File: src/rtl/shift_pkg.sv
// Shared types and sizing helpers for the serial shift stages that sit
// downstream of the barrel shifter.
package shift_pkg;

    typedef enum logic {
        IDLE  = 1'b0,
        SHIFT = 1'b1
    } state_e;

    localparam int DEF_WIDTH = 8;

    function automatic int cnt_w(input int width);
        return $clog2(width);
    endfunction

endpackage

File: src/rtl/shift_bit_cnt.sv
// Bit-position up-counter: clears to 0, advances on enable, and flags the
// terminal count TERM-1 without ever wrapping past it.
module shift_bit_cnt
    import shift_pkg::*;
#(
    parameter  int TERM = DEF_WIDTH,
    localparam int CW   = cnt_w(TERM)
) (
    input  logic          clk_i,
    input  logic          rst_ni,
    input  logic          clr_i,
    input  logic          en_i,
    output logic [CW-1:0] cnt_o,
    output logic          last_o
);

    logic [CW-1:0] cnt_q;
    logic [CW-1:0] cnt_d;

    always_comb begin
        cnt_d = cnt_q;
        if (clr_i) begin
            cnt_d = '0;
        end else if (en_i && !last_o) begin
            cnt_d = cnt_q + CW'(1);
        end
    end

    always_ff @(posedge clk_i or negedge rst_ni) begin
        if (!rst_ni) begin
            cnt_q <= '0;
        end else begin
            cnt_q <= cnt_d;
        end
    end

    assign last_o = (cnt_q == CW'(TERM - 1));
    assign cnt_o  = cnt_q;

endmodule

File: src/rtl/piso_shift_out.sv
// Parallel-in/serial-out stage: captures a barrel-shifter word on a valid/ready
// handshake and streams it one bit per enabled clock, reloading with no gap.
module piso_shift_out
    import shift_pkg::*;
#(
    parameter int WIDTH     = DEF_WIDTH,
    parameter int MSB_FIRST = 1
) (
    input  logic             clk,
    input  logic             rst_n,
    input  logic [WIDTH-1:0] in_data,
    input  logic             in_valid,
    output logic             in_ready,
    input  logic             ser_en,
    output logic             ser_out,
    output logic             ser_valid,
    output logic             frame_start,
    output logic             frame_done,
    output logic             busy
);

    localparam int CW = cnt_w(WIDTH);

    // Handshake: a word transfers on a rising edge where in_valid and in_ready
    // are both high; the source keeps in_data stable until that edge, and
    // in_valid while in_ready is low is simply not sampled.
    state_e           state_q;
    state_e           state_d;
    logic [WIDTH-1:0] sreg_q;
    logic [WIDTH-1:0] sreg_d;
    logic [WIDTH-1:0] sreg_shifted;
    logic             init_q;
    logic [CW-1:0]    cnt;
    logic             cnt_last;
    logic             accept;
    logic             advance;
    logic             frame_end;

    shift_bit_cnt #(
        .TERM (WIDTH)
    ) u_bit_cnt (
        .clk_i  (clk),
        .rst_ni (rst_n),
        .clr_i  (accept),
        .en_i   (advance),
        .cnt_o  (cnt),
        .last_o (cnt_last)
    );

    always_ff @(posedge clk or negedge rst_n) begin
        if (!rst_n) begin
            state_q <= IDLE;
        end else begin
            state_q <= state_d;
        end
    end

    always_comb begin
        state_d = state_q;
        case (state_q)
            IDLE:    if (accept) state_d = SHIFT;
            SHIFT:   if (frame_end && !accept) state_d = IDLE;
            default: state_d = IDLE;
        endcase
    end

    // in_ready stays low until the first edge after reset release.
    always_comb begin
        in_ready    = init_q & ((state_q == IDLE) | ((state_q == SHIFT) & cnt_last & ser_en));
        accept      = in_valid & in_ready;
        ser_valid   = (state_q == SHIFT);
        busy        = (state_q == SHIFT);
        frame_end   = (state_q == SHIFT) & cnt_last & ser_en;
        advance     = (state_q == SHIFT) & ser_en & ~cnt_last;
        frame_done  = frame_end;
        frame_start = (state_q == SHIFT) & (cnt == '0);
    end

    always_ff @(posedge clk or negedge rst_n) begin
        if (!rst_n) begin
            init_q <= 1'b0;
        end else begin
            init_q <= 1'b1;
        end
    end

    // The bit on ser_out always sits at the outgoing end of the register.
    always_comb begin
        if (MSB_FIRST != 0) begin
            sreg_shifted = {sreg_q[WIDTH-2:0], 1'b0};
        end else begin
            sreg_shifted = {1'b0, sreg_q[WIDTH-1:1]};
        end
    end

    always_comb begin
        sreg_d = sreg_q;
        if (accept) begin
            sreg_d = in_data;
        end else if (advance) begin
            sreg_d = sreg_shifted;
        end else if (frame_end) begin
            sreg_d = '0;
        end
    end

    always_ff @(posedge clk or negedge rst_n) begin
        if (!rst_n) begin
            sreg_q <= '0;
        end else begin
            sreg_q <= sreg_d;
        end
    end

    assign ser_out = (MSB_FIRST != 0) ? sreg_q[WIDTH-1] : sreg_q[0];

endmodule
File: config.mk
export PLATFORM = sky130hd
export DESIGN_NAME = piso_shift_out
export DESIGN_NICKNAME = d
export VERILOG_FILES = /design/src/rtl/shift_pkg.sv /design/src/rtl/shift_bit_cnt.sv /design/src/rtl/piso_shift_out.sv
export SDC_FILE = /design/constraint.sdc
export NUM_CORES = 1
export LEC_CHECK = 0
export ABC_CLOCK_PERIOD_IN_PS = 2000
export BUFFER_PORTS_ARGS = -buffer_cell sky130_fd_sc_hd__buf_2
export CAP_MARGIN = 10
export CORE_MARGIN = 2
export CORE_UTILIZATION = 40
export CTS_BUF_LIST = sky130_fd_sc_hd__clkbuf_2 sky130_fd_sc_hd__clkbuf_4 sky130_fd_sc_hd__clkbuf_8
export CTS_CLUSTER_DIAMETER = 80
export DETAILED_ROUTE_END_ITERATION = 6
export PLACE_DENSITY_LB_ADDON = 0.08
export SLEW_MARGIN = 20
export SYNTH_ARGS = -nofsm -noshare
export SYNTH_HDL_FRONTEND = slang
export SYNTH_SLANG_ARGS = --single-unit
export TNS_END_PERCENT = 1
File: constraint.sdc
create_clock -name clk -period 2 [get_ports clk]
set_input_delay 0.1 -clock clk [delete_from_list [all_inputs] [get_ports clk]]
set_output_delay 0.1 -clock clk [all_outputs]
set_load 0.005 [all_outputs]
-- Word level (Yosys, flattened, before mapping)
Index checks and enable logic that the tools add are counted.
- bits in read-only memories: 0
- bits in registers: 13
- memories kept: 0
- bits in latches: 0
- word-level logic and storage cells: 31
- output and inout port bits: 6
- RAM bits: 0
- input bits: 12
- shifts and indexed selects: 0
- magnitude comparators: 0
- reductions and logical operators: 7
- multipliers: 0
- equality and inequality tests: 1
- bitwise operators: 10
- mux-type cells: 8
- div/mod/pow operators: 0
- $add $sub $neg: 1
- operator list (operator ; count):
    8-bit two-way mux ; 3
    1-bit AND ; 7
    3-bit two-way mux ; 2
    3-bit by 1-bit adder with 3-bit output, second input constant ; 1
    3-bit == test, second input constant ; 1
    3-bit zero test ; 1
    3-bit nonzero test ; 1
    1-bit logical AND ; 2
    1-bit zero test ; 2
    1-bit two-way mux ; 2
    1-bit NOT ; 2
    1-bit one-hot mux with 2 select lines ; 1
    2-bit nonzero test ; 1
    1-bit OR ; 1

-- Logic depth before layout (Yosys ltp)
Gate-level depths: netlist (run 1).
- word-level depth: 10
- mapped depth: 6
- gate-level depth less buffers: 5

-- Modules after synthesis
Synthesis (run 1) repeated with hierarchy kept, for this count alone.
- cell total of the unflattened synthesis: 70
- area, all modules: 752.0 µm²
- by module, submodules not included (module ; sequential area each (µm²) ; area an instance (µm²) ; cells an instance ; times used):
    piso_shift_out ; 250.2 ; 568.0 ; 55 ; 1
    shift_bit_cnt ; 75.1 ; 183.9 ; 15 ; 1

-- Worst setup path after synthesis (run 1)
No wires, ideal clock.
- path kind: reg-to-reg
- start: register u_bit_cnt.cnt_q[0] (netlist: u_bit_cnt.cnt_o[0])
- end: register sreg_q[1]
- setup time: 0.124 ns
- required time: 1.876 ns
- path slack: 0.528 ns
- cell stages (with the launch flop): 7
- path buffers: 1
- data arrival time: 1.348 ns
- period minus slack after synthesis: 1.472 ns
- cells stage by stage: dfrtp_1 -> ha_1 -> ha_1 -> a21bo_1 -> nor2b_4 -> buf_12 -> mux2i_1
- cells in the longest elaborated chain, start to end: 7
- elaborated cells on any way between the ends: 11
- those cells by class: 1 x eq/ne; 2 x mux; 7 x bitwise; 1 x reduce/logical
- RTL lines (element ; line ; RTL):
    start, declared ; shift_bit_cnt.sv:17 ; logic [CW-1:0] cnt_q;
    start signal, assigned ; shift_bit_cnt.sv:33 ; cnt_q <= cnt_d;
    3-bit == test (*) ; shift_bit_cnt.sv:37 ; assign last_o = (cnt_q == CW'(TERM - 1));
    1-bit AND (2 in a row) ; piso_shift_out.sv:69, piso_shift_out.sv:73 ;
    1-bit OR ; piso_shift_out.sv:69 ; in_ready = init_q & ((state_q == IDLE) | ((state_q == SHIFT) & cnt_last & ser_en));
    1-bit AND ; piso_shift_out.sv:69 ;
    1-bit AND ; piso_shift_out.sv:70 ; accept = in_valid & in_ready;
    3-bit nonzero test (no source line) / 8-bit two-way mux (equally long branches) ; -- ;
    end signal, assigned ; piso_shift_out.sv:111 ; sreg_q <= sreg_d;
    end, declared ; piso_shift_out.sv:29 ; logic [WIDTH-1:0] sreg_q;
Mark *: on every way between the ends. The rest lies on a longest branch, timed or not.
A chain may end at the register's enable or synchronous reset.

-- Final worst setup path (run 1)
- start: register u_bit_cnt.cnt_q[1] (netlist: u_bit_cnt.cnt_o[1])
- end: output port in_ready
- cells in the longest elaborated chain, start to end: 5
- RTL lines (element ; line ; RTL):
    3-bit == test ; shift_bit_cnt.sv:37 ;
    1-bit AND (2 in a row) ; piso_shift_out.sv:69 ;
    1-bit OR ; piso_shift_out.sv:69 ;
    1-bit AND ; piso_shift_out.sv:69 ;
    end, declared ; piso_shift_out.sv:13 ; output logic in_ready,
Every way passes these cells.

==> results of run 1 <==
==> Yosys cell counts <==
cell / count / share of area, %
clkbuf_1: 1 / 0.50
nand2_1: 5 / 2.5
dfrtp_1: 13 / 44
nor2b_4: 1 / 1.9
nand3b_1: 1 / 1.0
mux2i_1: 10 / 13
and2_2: 1 / 1.0
inv_1: 10 / 5.1
conb_1: 1 / 0.50
nor2_1: 4 / 2.0
buf_4: 1 / 1.0
ha_1: 3 / 5.1
clkbuf_2: 1 / 0.67
a21bo_1: 1 / 1.3
and3_2: 1 / 1.0
a21oi_1: 7 / 4.7
and4b_2: 7 / 11
xnor2_1: 1 / 1.2
buf_12: 1 / 2.7
==> per-stage QoR <==
stage	instances	setup WS [ns]	hold WS (ns)	cell area, um^2
2_1_floorplan	70	0.528	-0.196	743
3_3_place_gp	108	0.385	0.00626	823
3_5_place_dp	108	0.332	0.00863	823
4_1_cts	113	0.225	0.0423	863
5_1_grt	113	0.126	0.0304	863
6_report	113	0.234	0.0454	863
==> cell families after synthesis <==
kind of cell	after synthesis	synth area share, %
adder cells (fa/ha/maj)	3	5.05
AO/OA/AOI/OAI	8	6.06
AND/OR/NAND/NOR	20	20.0
XOR/XNOR	1	1.18
other	1	0.505
buffers and inverters	14	9.93
flip-flops	13	43.8
multiplexers	10	13.5
==> worst paths after layout <==
check	from	end	slack (ns)
setup / recovery	u_bit_cnt.cnt_o[1]$_DFFE_PN0P_	in_ready	0.23
hold / removal	in_data[5]	sreg_q[5]$_DFFE_PN0P_	0.05
setup reg to reg	u_bit_cnt.cnt_o[1]$_DFFE_PN0P_	sreg_q[4]$_DFFE_PN0P_	0.31
hold reg to reg	init_q$_DFF_PN0_	busy$_DFF_PN0_	0.55
max in group asynchronous	rst_n	sreg_q[4]$_DFFE_PN0P_	1.53
min in group asynchronous	rst_n	u_bit_cnt.cnt_o[1]$_DFFE_PN0P_	0.23
==> layout make-up <==
| class | count | share of cell area [%] |
|---|---|---|
| well taps | 25 | 3.62 |
| flip-flops and latches | 13 | 37.7 |
| repair buffers | 18 | 11.0 |
| clock buffers | 4 | 3.48 |
| multi-input cells | 43 | 39.9 |
| inverters | 10 | 4.35 |
==> sequential cells by signal (all words and copies together) (netlist names) <==
register / cells
busy: 1
u_bit_cnt.cnt_o: 3
init_q: 1
sreg_q: 8
==> timing repair <==
item,in CTS,in global routing
hold endpoints to repair,13,0
hold buffers,1,0
setup buffers,0,0
==> routing by layer <==
metal	vias up	wire length, um	global-route usage [%]
met3	2	67	5.38
met5	-	0	0
met1	257	612	17.9
met2	12	569	20.8
met4	0	11	8.33
li1	270	-	-
==> worst max-delay path, stage by stage (launching register included) <==
cell and delay, ns:
dfrtp_1 0.40, ha_1 0.19, ha_1 0.27, a21bo_1 0.22
and2_2 0.18, buf_2 0.12
==> power by group <==
| group | internal [mW] | switching, mW |
|---|---|---|
| registers | 0.356 | 0.0717 |
| clock network | 0.0908 | 0.0889 |
| logic | 0.195 | 0.171 |
==> summary.txt, run 1 <==
Clocking
  – Root buf cell: clkbuf_4
  – Clk Latency, worst-skew pair: 0.28 ns
  – Post_cts resized: 0
  – CTS Buf Count: 3
  – CTS Sinks: 13
  – CTS tree: built
  – CTS H-tree depth: 1
  – Clock transition at the registers of the reported paths: 0.09 ns
  – Max clock buf depth: 2

Worst setup path
  – CP max FO: 10
  – Reg2Reg Depth: 5
  – WS Path Type: reg -> out
  – CP arrival: 1.67 ns
  – Crit end category: primary output
  – Startpoint types: flop
  – Req. time, crit path: 1.90 ns

Timing
  – Tcrit/Tclk final: 88.3%
  – Minimum clock period: 1.77 ns
  – Setup violators final: 0
  – Achievable Freq: 0.566 GHz
  – Total negative slack: 0 ns
  – RSZ-0062 raised after global routing: false
  – Final Max Tran Viols: 0
  – Clk_skew: 0.00797 ns
  – Fin. Hold Viols: 0

GRT
  – Number of global-route vias before repair: 493
  – Initial antenna violation count: 0
  – Largest net degree at the start of global routing: 15
  – First-pass GRT wire length: 2120 um
  – Total GRT Usage: 14.2%
  – Total global routing overflow: 0

Worst hold path
  – Hold path cells: 3
  – Hold Crit Class: in -> reg

Synth
  – Seq/Total Area, Yosys: 43.8%
  – Cell variety after synth: 19
  – Synthesized area: 743 um^2
  – Synth warn: 0
  – Synthesized area per cell: 10.6 um^2
  – Cells after Synth: 70
  – Syn Nets: 85
  – FF+latch count, synth: 13

Layout
  – Footprint of the multi-input gates: 344 um^2
  – Fillcell total: 178
  – Ant diodes: 0
  – Most common cell after layout, fill and taps aside: buf_2
  – Most frequent cells in the layout: buf_2, dfrtp_1, inv_1, mux2i_1
  – Fin util: 49.5%
  – Fraction of layout cells with a size suffix above 1: 35.2%
  – Register area: 325 um^2
  – Synth-to-layout area growth: 16.2%
  – Final #Nets: 104

Floorplanning
  – Io pins: 18
  – Die ar.: 2220 um^2
  – Core ar.: 1750 um^2
  – Row Count: 15
  – Chip Height: 47.1 um
  – Initial Util: 42.6%
  – Horiz. Die Dim: 47.1 um

Placed design
  – Final HPWL DP: 907 um
  – IO buf count: 17
  – Final GP Congestion: 0.696

Power
  – Power per cell area: 1130 nW/um^2
  – Worst VDD drop: 0.000651 V
  – Overall Power: 974 uW
  – Leakage: 0.464 nW

Detailed routing
  – Wirelength per Cell: 11.2 um
  – Initial DRT Pass Iterations: 3
  – Vias post-DR: 541
  – Drc violations: 0
  – Starting DRT DRC Count: 7
  – DRT antenna net count: 0
  – Final wirelength: 1260 um
  – Via density: 4.79

Run status
  – Run status: finished, final reports clean

Run
  – Max Cap Violations: 0
No activity file was read; power rests on OpenSTA's default activity.
==> run 2, diff against run 1 <==
CORE_UTILIZATION = 50   (was 40)
CTS_BUF_LIST = default   (was sky130_fd_sc_hd__clkbuf_2 sky130_fd_sc_hd__clkbuf_4 sky130_fd_sc_hd__clkbuf_8)
==> summary.txt, run 2 (same netlist as run 1, synthesis figures left out) <==
Run status
  – Run status: finished, final reports clean

Clocking
  – Clk Latency, worst-skew pair: 0.28 ns
  – Max clock buf depth: 2
  – CTS tree: built
  – CTS Buf Count: 3
  – Post-CTS setup buffers: 0
  – Post_cts resized: 0
  – CTS H-tree depth: 1
  – Cts hold-fix bufs: 1
  – CTS Sinks: 13
  – Root buf cell: clkbuf_4
  – Clock transition at the registers of the reported paths: 0.07 ns

Placed design
  – Setup WS pre-CTS: 0.351 ns
  – Final GP Congestion: 0.733
  – Final HPWL DP: 876 um
  – IO buf count: 17

Timing
  – Total negative slack: 0 ns
  – Final Max Tran Viols: 0
  – Tcrit/Tclk final: 87.4%
  – Setup violators final: 0
  – Clk_skew: 0.00384 ns
  – Achievable Freq: 0.572 GHz
  – Setup ws final: 0.252 ns
  – RSZ-0062 raised after global routing: false
  – Fin. Hold Viols: 0
  – Minimum clock period: 1.75 ns

GRT
  – Total GRT Usage: 16.6%
  – First-pass GRT wire length: 2190 um
  – Largest net degree at the start of global routing: 15
  – Total global routing overflow: 0
  – Initial antenna violation count: 0
  – Number of global-route vias before repair: 486

Run
  – Max Cap Violations: 0

Layout
  – Ant diodes: 0
  – Final #Nets: 104
  – Synth-to-layout area growth: 14.0%
  – Top reg by flops: sreg_q
  – Most common cell after layout, fill and taps aside: buf_2
  – Max reg flops: 8
  – Fillcell total: 129
  – Fraction of layout cells with a size suffix above 1: 34.1%
  – Most frequent cells in the layout: buf_2, dfrtp_1, inv_1, mux2i_1

Detailed routing
  – Wirelength per Cell: 11.5 um
  – Final wirelength: 1180 um
  – Via density: 5.14
  – Initial DRT Pass Iterations: 3
  – Vias post-DR: 529
  – Starting DRT DRC Count: 1
  – Drc violations: 0
  – DRT antenna net count: 0

Worst setup path
  – Req. time, crit path: 1.90 ns
  – Crit Reg-Reg Endpoint: sreg_q[3]$_DFFE_PN0P_
  – Worst path top cell family by delay: adder cells
  – Crit end category: primary output
  – Worst R2R Start: u_bit_cnt.cnt_o[1]$_DFFE_PN0P_
  – Startpoint types: flop
  – Crit-path slowest cell: dfrtp_1
  – WS Path Type: reg -> out
  – Cell mode on critical path: ha_1
  – CP arrival: 1.65 ns
  – CP bufs+invs: 1
  – CP max FO: 10
  – Max incr delay on CP: 0.39 ns
  – Flop2flop setup slack: 0.34 ns
  – Worst-path cell chain: ha_1 > ha_1 > a21bo_1 > and2_2 > buf_2
  – Reg2Reg Depth: 5

Worst hold path
  – Hold Crit Class: in -> reg
  – Hold endpoint: sreg_q[2]$_DFFE_PN0P_
  – Hold path start: in_data[2]
  – Hold path cells: 3

Power
  – Pint: 632 uW
  – Worst VDD drop: 0.000598 V
  – Sw Ratio: 34.1%
  – Clock power share: 16.6%
  – Comb power frac: 39.1%
  – Sequential share of power: 44.4%
  – P_sw: 327 uW
  – Overall Power: 960 uW
  – Leakage: 0.460 nW
  – Power per cell area: 1130 nW/um^2

Floorplanning
  – Core ar.: 1350 um^2
  – Chip Height: 42.6 um
  – Row Count: 13
  – Horiz. Die Dim: 42.6 um
  – Io pins: 18
  – Initial Util: 55.1%
  – Die ar.: 1810 um^2
run 2: worst max-delay path by stage:
stage	from	end	slack [ns]	depth (start not counted)
after floorplan	u_bit_cnt.cnt_o[0]$_DFFE_PN0P_	sreg_q[1]$_DFFE_PN0P_	0.53	6
after global placement	u_bit_cnt.cnt_o[1]$_DFFE_PN0P_	sreg_q[3]$_DFFE_PN0P_	0.39	5
after detailed placement	u_bit_cnt.cnt_o[1]$_DFFE_PN0P_	sreg_q[3]$_DFFE_PN0P_	0.35	5
after CTS	u_bit_cnt.cnt_o[0]$_DFFE_PN0P_	in_ready	0.23	5
after global routing	u_bit_cnt.cnt_o[1]$_DFFE_PN0P_	sreg_q[0]$_DFFE_PN0P_	0.14	5
final	u_bit_cnt.cnt_o[0]$_DFFE_PN0P_	in_ready	0.25	5
run 2: cell type report:
cell class | count | area (um^2) | area share, %
sequential | 13 | 325 | 38.4
timing repair buffer | 18 | 95.1 | 11.2
clock buffer | 4 | 26.3 | 3.10
multi-input combinational | 43 | 344 | 40.6
tap | 15 | 18.8 | 2.22
inverter | 10 | 37.5 | 4.43
run 2: per-layer routing:
metal | track usage (%) | share of wire [%] | vias to the layer above | routed length, um
met5 | 0 | 0 | - | 0
met4 | 6.25 | 0.85 | 0 | 10
met3 | 9.05 | 6.5 | 2 | 77
met2 | 23.4 | 46 | 12 | 538
met1 | 21.2 | 47 | 244 | 553
li1 | - | - | 271 | -
run 2: metrics by stage:
step                cell area [um^2]  cells  hold WS (ns)  util (%)
global placement                 811     98      0.000526      60.1
finish                           847    103        0.0509      62.7
global route                     847    103        0.0470      62.7
CTS                              847    103        0.0371      62.7
detailed placement               811     98      0.000522      60.1
floorplan                        743     70        -0.196         -
run 2: tightest hold or removal path: stages:
cell and delay (ns):
buf_2 0.09, inv_1 0.04, mux2i_1 0.05
run 2: power by group through the flow:
stage	clock [mW]	sequential, mW	combinational (mW)
after floorplan	0	0.406	0.309
after global placement	0	0.430	0.364
after detailed placement	0	0.432	0.379
after CTS	0.169	0.426	0.382
after global routing	0.178	0.442	0.428
final	0.159	0.426	0.375
==> run 3, diff against run 2 <==
ABC_CLOCK_PERIOD_IN_PS = 1900   (was 2000)
clock period = 1.9 ns   (was 2 ns; I/O delays follow)
==> summary.txt, run 3 (same netlist as run 1, synthesis figures left out) <==
Timing
  – Total negative slack: 0 ns
  – RSZ-0062 raised after global routing: false
  – Setup ws final: 0.152 ns
  – Clk_skew: 0.00212 ns
  – Fin. Hold Viols: 0
  – Minimum clock period: 1.75 ns
  – Tcrit/Tclk final: 92.0%
  – Setup violators final: 0
  – Final Max Tran Viols: 0
  – Achievable Freq: 0.572 GHz

Floorplanning
  – Initial Util: 55.1%
  – Horiz. Die Dim: 42.6 um
  – Io pins: 18
  – Die ar.: 1810 um^2
  – Row Count: 13
  – Chip Height: 42.6 um
  – Core ar.: 1350 um^2

Clocking
  – Clk Latency, worst-skew pair: 0.28 ns
  – Max clock buf depth: 2
  – Post_cts resized: 0
  – CTS H-tree depth: 1
  – CTS tree: built
  – Root buf cell: clkbuf_4
  – CTS Sinks: 13
  – Post-CTS setup buffers: 0
  – CTS Buf Count: 3
  – Clock transition at the registers of the reported paths: 0.08 ns

Layout
  – Fin util: 63.3%
  – Most frequent cells in the layout: buf_2, dfrtp_1, inv_1, mux2i_1
  – Fraction of layout cells with a size suffix above 1: 34.8%
  – Ant diodes: 0
  – Max reg flops: 8
  – Top reg by flops: sreg_q
  – Final Cell Area: 855 um^2
  – Synth-to-layout area growth: 15.0%
  – Fillcell total: 122
  – Most common cell after layout, fill and taps aside: buf_2
  – Final std cells w/o fill: 104
  – Final #Nets: 105

Placed design
  – Final GP Congestion: 0.735
  – Placed cells: 99
  – Placed cell areas: 818 um^2
  – Final HPWL DP: 904 um
  – IO buf count: 17
  – Setup WS pre-CTS: 0.224 ns

Power
  – Clock power share: 17.1%
  – Sw Ratio: 34.7%
  – Worst VDD drop: 0.000931 V
  – Power per cell area: 1210 nW/um^2
  – Comb power frac: 41.6%
  – Leakage: 0.465 nW
  – Pint: 676 uW
  – Sequential share of power: 41.3%
  – P_sw: 359 uW

Worst setup path
  – Worst R2R Start: u_bit_cnt.cnt_o[1]$_DFFE_PN0P_
  – CP arrival: 1.65 ns
  – CP max FO: 10
  – Setup crit start: u_bit_cnt.cnt_o[0]$_DFFE_PN0P_
  – Reg2Reg Depth: 5
  – Crit end category: primary output
  – Req. time, crit path: 1.80 ns
  – Startpoint types: flop
  – Crit Reg-Reg Endpoint: sreg_q[3]$_DFFE_PN0P_
  – WS Path Type: reg -> out
  – Flop2flop setup slack: 0.21 ns

Detailed routing
  – Drc violations: 0
  – Vias post-DR: 532
  – Final wirelength: 1300 um
  – Wirelength per Cell: 12.5 um
  – DRT antenna net count: 0
  – Via density: 5.12
  – Initial DRT Pass Iterations: 2
  – Starting DRT DRC Count: 4

Worst hold path
  – Hold Crit Class: in -> reg
  – Hold path start: in_data[0]
  – Hold path cells: 3
  – Hold endpoint: sreg_q[0]$_DFFE_PN0P_

Run
  – Max Cap Violations: 0

Run status
  – Run status: finished, final reports clean

GRT
  – Total GRT Usage: 17.4%
  – First-pass GRT wire length: 2280 um
  – Initial antenna violation count: 0
  – Largest net degree at the start of global routing: 14
  – Number of global-route vias before repair: 505
  – Total global routing overflow: 0
## run 3: cell types whose count changed in the layout (fill, tap and decap cells not counted)
cell and delta:
buf_4 +1
## run 3: final cells by class
| cell class | instances | area, um^2 | area share [%] |
|---|---|---|---|
| timing repair buffer | 19 | 103 | 12.0 |
| inverter | 10 | 37.5 | 4.39 |
| multi-input combinational | 43 | 344 | 40.3 |
| sequential | 13 | 325 | 38.1 |
| tap | 15 | 18.8 | 2.20 |
| clock buffer | 4 | 26.3 | 3.07 |
## run 3: worst max path at each step
| stage | end | slack [ns] |
|---|---|---|
| 2_1_floorplan | sreg_q[1]$_DFFE_PN0P_ | 0.43 |
| 3_3_place_gp | sreg_q[3]$_DFFE_PN0P_ | 0.29 |
| 3_5_place_dp | sreg_q[4]$_DFFE_PN0P_ | 0.22 |
| 4_1_cts | in_ready | 0.15 |
| 5_1_grt | in_ready | 0.08 |
| 6_report | in_ready | 0.15 |
## run 3: power groups by stage
stage	Sequential (mW)	Clock, mW	Combinational [mW]
after floorplan	0.427	0	0.325
after CTS	0.429	0.179	0.441
after global routing	0.440	0.196	0.494
after detailed placement	0.435	0	0.437
after global placement	0.434	0	0.414
final	0.428	0.177	0.431
## run 3: timing repair
item,CTS,global route
hold endpoints to repair,13,0
setup endpoints to repair,0,0
hold buffers,1,0
## run 3: critical path, cell delays in order (launching register included)
cell     delay, ns
dfrtp_1       0.39
ha_1          0.20
ha_1          0.27
a21bo_1       0.22
and2_2        0.19
buf_2         0.12
## run 3: metrics by stage
| stage | total power [mW] | hold slack [ns] |
|---|---|---|
| after detailed placement | 0.871 | 0.000559 |
| after floorplan | 0.752 | -0.201 |
| after global routing | 1.13 | 0.0406 |
| after global placement | 0.848 | -0.00507 |
| after CTS | 1.05 | 0.0369 |
| final | 1.04 | 0.0381 |
## run 3: routing by layer
layer	vias up	GRT usage (%)	routed length, um
met5	-	0	0
met4	0	9.38	34
met3	4	3.88	42
met2	11	28.0	639
met1	247	21.5	587
li1	270	-	-
